`src/rtl/mc_pkg.sv`:
```
// Shared constants for the multicycle MIPS datapath: ALU and operand-select codes,
// opcodes and the default word width.
package mc_pkg;

    localparam int DATA_W_DEF = 32;

    localparam logic [2:0] ALU_AND = 3'b000;
    localparam logic [2:0] ALU_OR  = 3'b001;
    localparam logic [2:0] ALU_ADD = 3'b010;
    localparam logic [2:0] ALU_SUB = 3'b110;
    localparam logic [2:0] ALU_SLT = 3'b111;

    localparam logic [1:0] SRCB_B       = 2'b00;
    localparam logic [1:0] SRCB_FOUR    = 2'b01;
    localparam logic [1:0] SRCB_IMM     = 2'b10;
    localparam logic [1:0] SRCB_IMM_SH2 = 2'b11;

    localparam logic [5:0] OP_RTYPE = 6'b000000;
    localparam logic [5:0] OP_LW    = 6'b100011;
    localparam logic [5:0] OP_SW    = 6'b101011;
    localparam logic [5:0] OP_BEQ   = 6'b000100;
    localparam logic [5:0] OP_ADDI  = 6'b001000;
    localparam logic [5:0] OP_J     = 6'b000010;

endpackage

```
`src/rtl/mc_alu.sv`:
```
// Combinational ALU: add/sub wrap, signed slt, and/or; unknown codes give zero.
module mc_alu
    import mc_pkg::*;
#(
    parameter int DATA_W = DATA_W_DEF
) (
    input  logic [2:0]        alu_control_i,
    input  logic [DATA_W-1:0] src_a_i,
    input  logic [DATA_W-1:0] src_b_i,
    output logic [DATA_W-1:0] result_o,
    output logic              zero_o
);

    always_comb begin
        result_o = '0;
        case (alu_control_i)
            ALU_ADD: result_o = src_a_i + src_b_i;
            ALU_SUB: result_o = src_a_i - src_b_i;
            ALU_AND: result_o = src_a_i & src_b_i;
            ALU_OR:  result_o = src_a_i | src_b_i;
            ALU_SLT: result_o = {{(DATA_W-1){1'b0}}, ($signed(src_a_i) < $signed(src_b_i))};
            default: result_o = '0;
        endcase
    end

    assign zero_o = (result_o == '0);

endmodule

```
`src/rtl/mc_datapath.sv`:
```
// Multicycle MIPS datapath: PC, IR, MDR, A, B, ALUOut, register file and unified memory port.
// Optional jump support is enabled by defining MC_DATAPATH_JUMP_EN (adds the Jump input).
module mc_datapath
    import mc_pkg::*;
#(
    parameter int                DATA_W   = DATA_W_DEF,
    parameter int                RF_DEPTH = 32,
    parameter logic [DATA_W-1:0] RESET_PC = '0
) (
    input  logic              clock,
    input  logic              reset_n,
    input  logic [2:0]        ALUControl,
    input  logic              ALUSrcA,
    input  logic [1:0]        ALUSrcB,
    input  logic              IorD,
    input  logic              PcSrc,
    input  logic              PcWrite,
    input  logic              Branch,
    input  logic              IRWrite,
    input  logic              MemWrite,
    input  logic              RegWrite,
    input  logic              RegDes,
    input  logic              MemToReg,
`ifdef MC_DATAPATH_JUMP_EN
    input  logic              Jump,
`endif
    output logic [DATA_W-1:0] mem_addr,
    output logic [DATA_W-1:0] mem_wdata,
    output logic              mem_we,
    input  logic [DATA_W-1:0] mem_rdata,
    output logic [5:0]        OpCode,
    output logic [5:0]        Function,
    output logic              Zero
);

    logic [DATA_W-1:0] pc_q, pc_d, ir_q, ir_d;
    logic [DATA_W-1:0] mdr_q, a_q, b_q, aluout_q;
    logic [DATA_W-1:0] rf_q [RF_DEPTH];

    logic [4:0]        rs_idx, rt_idx, wr_idx;
    logic [DATA_W-1:0] rf_rd_a, rf_rd_b, wr_data;
    logic [DATA_W-1:0] sign_imm, src_a, src_b, alu_result, pc_next;
    logic              pc_en;

    assign rs_idx   = ir_q[25:21];
    assign rt_idx   = ir_q[20:16];
    assign wr_idx   = RegDes ? ir_q[15:11] : ir_q[20:16];
    assign wr_data  = MemToReg ? mdr_q : aluout_q;
    assign sign_imm = {{(DATA_W-16){ir_q[15]}}, ir_q[15:0]};

    // Asynchronous reads see the pre-edge contents, so A/B get the old value on a same-edge write.
    assign rf_rd_a = (rs_idx == 5'd0) ? '0 : rf_q[rs_idx];
    assign rf_rd_b = (rt_idx == 5'd0) ? '0 : rf_q[rt_idx];

    assign src_a = ALUSrcA ? a_q : pc_q;

    always_comb begin
        src_b = b_q;
        case (ALUSrcB)
            SRCB_B:       src_b = b_q;
            SRCB_FOUR:    src_b = {{(DATA_W-3){1'b0}}, 3'd4};
            SRCB_IMM:     src_b = sign_imm;
            SRCB_IMM_SH2: src_b = {sign_imm[DATA_W-3:0], 2'b00};
            default:      src_b = b_q;
        endcase
    end

    mc_alu #(.DATA_W(DATA_W)) u_alu (
        .alu_control_i (ALUControl),
        .src_a_i       (src_a),
        .src_b_i       (src_b),
        .result_o      (alu_result),
        .zero_o        (Zero)
    );

    always_comb begin
        pc_next = PcSrc ? aluout_q : alu_result;
        pc_en   = PcWrite | (Branch & Zero);
`ifdef MC_DATAPATH_JUMP_EN
        if (Jump) begin
            pc_next = {pc_q[DATA_W-1:28], ir_q[25:0], 2'b00};
            pc_en   = 1'b1;
        end
`endif
        pc_d = pc_en ? pc_next : pc_q;
        ir_d = IRWrite ? mem_rdata : ir_q;
    end

    always_ff @(posedge clock) begin
        if (!reset_n) begin
            pc_q     <= RESET_PC;
            ir_q     <= '0;
            mdr_q    <= '0;
            a_q      <= '0;
            b_q      <= '0;
            aluout_q <= '0;
            for (int i = 0; i < RF_DEPTH; i++) begin
                rf_q[i] <= '0;
            end
        end else begin
            pc_q     <= pc_d;
            ir_q     <= ir_d;
            mdr_q    <= mem_rdata;
            a_q      <= rf_rd_a;
            b_q      <= rf_rd_b;
            aluout_q <= alu_result;
            if (RegWrite && (wr_idx != 5'd0)) begin
                rf_q[wr_idx] <= wr_data;
            end
        end
    end

    assign mem_addr  = IorD ? aluout_q : pc_q;
    assign mem_wdata = b_q;
    assign mem_we    = MemWrite;
    assign OpCode    = ir_q[31:26];
    assign Function  = ir_q[5:0];

endmodule

```
`config.mk`:
```
export PLATFORM = sky130hd
export DESIGN_NAME = mc_datapath
export DESIGN_NICKNAME = d
export VERILOG_FILES = /design/src/rtl/mc_pkg.sv /design/src/rtl/mc_alu.sv /design/src/rtl/mc_datapath.sv
export SDC_FILE = /design/constraint.sdc
export NUM_CORES = 2
export LEC_CHECK = 0
export CAP_MARGIN = 30
export CELL_PAD_IN_SITES_DETAIL_PLACEMENT = 1
export CELL_PAD_IN_SITES_GLOBAL_PLACEMENT = 2
export CORE_AREA = 2 2 396 398
export CTS_BUF_LIST = sky130_fd_sc_hd__clkbuf_8
export DETAILED_ROUTE_END_ITERATION = 12
export DIE_AREA = 0 0 398 400
export PLACE_DENSITY_LB_ADDON = 0.12
export SLEW_MARGIN = 20
export SYNTH_ARGS = -nofsm -noshare
export SYNTH_HDL_FRONTEND = slang
export SYNTH_SLANG_ARGS = --single-unit
```
`constraint.sdc`:
```
create_clock -name clock -period 5.6 [get_ports clock]
set_input_delay 0.84 -clock clock [delete_from_list [all_inputs] [get_ports clock]]
set_output_delay 0.84 -clock clock [all_outputs]
set_load 0.02 [all_outputs]
```
==> impl_metrics.env <==
export IMPL_num_rows=145
export IMPL_p_sw_share_pct=29.9
export IMPL_regToRegEndpoint="pc_q[13]"
export IMPL_arrival_ns=4.73
export IMPL_required_ns=4.76
export IMPL_drcViolationCount=0
export IMPL_grt_overflow=0
export IMPL_critPathCaptureType="output pin"
export IMPL_initial_core_util_pct=41.7
export IMPL_layout_drive_gt1_share_pct=31.3
export IMPL_syn_area_um2=64700
export IMPL_synth_main_ff_cell="edfxtp_1"
export IMPL_avgSynthCellArea_um2=12.8
export IMPL_layout_commonest_cell="nor2_1"
export IMPL_grt_usage_pct=31.9
export IMPL_hold_path_startpoint="mem_rdata[4]"
export IMPL_clock_path_buffers=3
export IMPL_cts_hold_fix_buffers=0
export IMPL_core_region_area_um2=155000
export IMPL_synth_async_reset_ratio_pct=0
export IMPL_root_buffer="clkbuf_8"
export IMPL_finalCriticalPeriod_ns=5.57
export IMPL_antenna_found_initial=14
export IMPL_worstPathCellList="buf_2, buf_12, buf_6, buf_4, mux2i_1, o21ai_1, buf_4, inv_1, ha_1, nor2b_1, nor2_1, o311ai_4, a211oi_4, buf_6, nor3_1, or4b_4, a41oi_2, and3_1, and3_4, and4_1, buf_6"
export IMPL_wirelength_um=256000
export IMPL_reg2regPathDepth=23
export IMPL_place_area_um2=72400
export IMPL_ant_nets=0
export IMPL_outcome="complete, no violations"
export IMPL_cts_tree="yes"
export IMPL_fp_dieH_um=400
export IMPL_pin_count=127
export IMPL_power_share_clock_pct=34.3
export IMPL_die_w_um=398
export IMPL_post_route_period_util_pct=99.4
export IMPL_mostFrequentLayoutCells="nor2_1, edfxtp_1, buf_4"
export IMPL_grt_setup_unrepaired="yes"
export IMPL_grt_pass1_vias=49100
export IMPL_hp_class="input pin to flip-flop"
export IMPL_area_growth_synth_to_final_pct=20.0
export IMPL_finalSetupViolCount=0
export IMPL_vias=47900
export IMPL_skew_ns=0.0759
export IMPL_yosys_warnings=0
export IMPL_slowest_stage="or4b_4"
export IMPL_worstReg2RegStart="ir_q[15]"
export IMPL_fin_area_um2=77600
export IMPL_critical_path_class="input pin to output pin"
export IMPL_holdPathEnd="mdr_q[4]"
export IMPL_die_area_um2=159000
export IMPL_htreeDepth=4
export IMPL_cts_made_buffers=214
export IMPL_hold_depth=2
export IMPL_place_congestion=0.913
export IMPL_power_share_sequential_pct=45.8
export IMPL_cp_start_kind="input pin"
export IMPL_fin_nets=5704
export IMPL_power_mw=23.0
export IMPL_crit_path_max_incr_delay_ns=0.52
export IMPL_p_leak_nw=27.3
export IMPL_synth_edf_count=1024
export IMPL_drtPass1Iterations=5
export IMPL_irDropWorstVdd_uv=271
export IMPL_synthCells=5035
export IMPL_cpMostUsedCell="buf_6"
export IMPL_drv_slew=0
export IMPL_worstPathMaxFanout=8
export IMPL_ys_types=90
export IMPL_hold_viol=0
export IMPL_p_sw_mw=6.87
export IMPL_grt_max_degree=65
export IMPL_p_int_mw=16.1
export IMPL_clock_sinks=1216
export IMPL_maxCapViolCount=0
export IMPL_path_clk_slew_ns=0.06
export IMPL_grt_pass1_wl_um=361000
export IMPL_holdWs_ns=0.454
export IMPL_pwr_share_comb_pct=20.0
export IMPL_power_density_nw_per_um2=296
export IMPL_regToRegSetupSlack_ns=1.15
export IMPL_fmax_ghz=0.180
export IMPL_viasPerCell=6.16
export IMPL_synth_seq_area_share_pct=53.5
export IMPL_dp_hpwl_um=167000
export IMPL_tightest_slew_ns=0.932
export IMPL_drtIter0Drc=5080
export IMPL_clk_latency_ns=0.99
export IMPL_routedWlPerCell_um=32.9
export IMPL_placement_io_buffers=124
export IMPL_slew_headroom_pct=36.1
export IMPL_synth_ff_latch_count=1216
-- final cells by class --
class / instances / area [µm²]
timing repair buffer: 755 / 6850
clock inverter: 156 / 840
inverter: 98 / 373
fill: 15700 / 77500
clock buffer: 228 / 3140
antenna: 5 / 12.5
tap: 2058 / 2570
sequential: 1216 / 34600
multi-input combinational: 3259 / 29100
-- kinds of logic (layout without fill, tap and decap cells) --
kind of cell	count (synthesis)	in the layout	synth area share, %
xor gates and xnor gates	13	13	0.176
DFF	1216	1216	53.5
AOI/OAI and AO/OA	557	557	6.07
other	1	37	0.00580
and+or+nand+nor	1641	1641	10.5
muxes	905	905	24.0
buffers and inverters	591	1237	3.58
adders and majority gates	111	111	2.17
-- power groups by stage --
stage	Combinational (mW)	Clock [mW]	Sequential (mW)
final	4.59	7.88	10.5
after global routing	4.82	8.38	10.5
after CTS	4.47	8.03	10.5
after detailed placement	4.32	0	10.7
after global placement	4.22	0	10.7
after floorplan	2.29	0	10.5
-- flip-flops by register name, summed over array words and instances, names as in the netlist --
register,flops
aluout_q,32
mdr_q,32
ir_q,32
mem_wdata,32
a_q,32
rf_q,1024
pc_q,32
-- cells in the mapped netlist, types with 10 or more instances --
| master | n | area [µm²] |
|---|---|---|
| nor2_1 | 1190 | 4470 |
| edfxtp_1 | 1024 | 30700 |
| mux4_2 | 504 | 11400 |
| clkbuf_1 | 377 | 1420 |
| mux2i_1 | 272 | 2720 |
| nand2_1 | 201 | 754 |
| dfxtp_1 | 192 | 3840 |
| mux2_2 | 129 | 1450 |
| ha_1 | 109 | 1360 |
| a21oi_1 | 105 | 526 |
| inv_1 | 98 | 368 |
| buf_1 | 82 | 308 |
| o21ai_0 | 77 | 385 |
| o22ai_1 | 57 | 357 |
| and2_1 | 52 | 325 |
| o221ai_1 | 44 | 385 |
| a211oi_1 | 42 | 315 |
| o211ai_1 | 39 | 293 |
| nand2b_1 | 38 | 238 |
| nor3_1 | 37 | 185 |
| a221oi_1 | 28 | 245 |
| a21o_1 | 27 | 203 |
| nand3_1 | 26 | 130 |
| a22o_1 | 22 | 193 |
| nor4_1 | 19 | 119 |
| buf_2 | 17 | 85.1 |
| nor2b_1 | 16 | 100 |
| o31ai_1 | 15 | 113 |
| a211o_1 | 14 | 123 |
| buf_4 | 14 | 105 |
| nand4_1 | 12 | 75.1 |
| a31oi_1 | 10 | 62.6 |
| xnor2_1 | 10 | 87.6 |
-- how the worst max path moves through the flow --
stage	endpoint	slack [ns]	from	depth (start not counted)
after CTS	Zero	-0.02	mem_wdata[0]	17
final	Zero	0.03	ALUSrcB[1]	21
after global routing	Zero	-0.14	ALUSrcB[1]	21
after detailed placement	Zero	-1.24	ALUSrcB[1]	21
after global placement	Zero	-1.24	ALUSrcB[1]	21
after floorplan	Zero	0.13	ALUSrcB[1]	17
-- worst max-delay path: cells and delay by family --
family / cells / cell delay [ns]
AND/OR/NAND/NOR: 7 / 1.50
buffers and inverters: 8 / 1.06
AO/OA/AOI/OAI: 4 / 0.92
adder cells (fa/ha/maj): 1 / 0.26
multiplexers: 1 / 0.12
-- what timing repair did --
item | CTS | global route
pin swaps | 39 | 34
gates resized for setup | 147 | 70
cloned | 1 | 1
endpoints found under the setup margin | 1 | 1
setup buffers | 22 | 22
-- metal layers --
layer  track usage, %  share of wire [%]  routed length, µm
met1             43.3                 41             105000
met4             9.42                2.8               7200
met2             52.9                 48             124000
met3             5.21                8.0              20500
met5                0              0.016                 41
-- per-stage QoR --
step	std cells	util [%]	setup WS (ns)	TNS, ns
global route	7773	50.0	-0.144	-0.144
finish	7775	50.0	0.0312	0
detailed placement	7342	46.7	-1.24	-20.12
floorplan	5066	-	0.126	0
global placement	7318	46.4	-1.24	-15.75
CTS	7747	49.7	-0.0156	-0.0156
(Power assumes the default switching activity.)
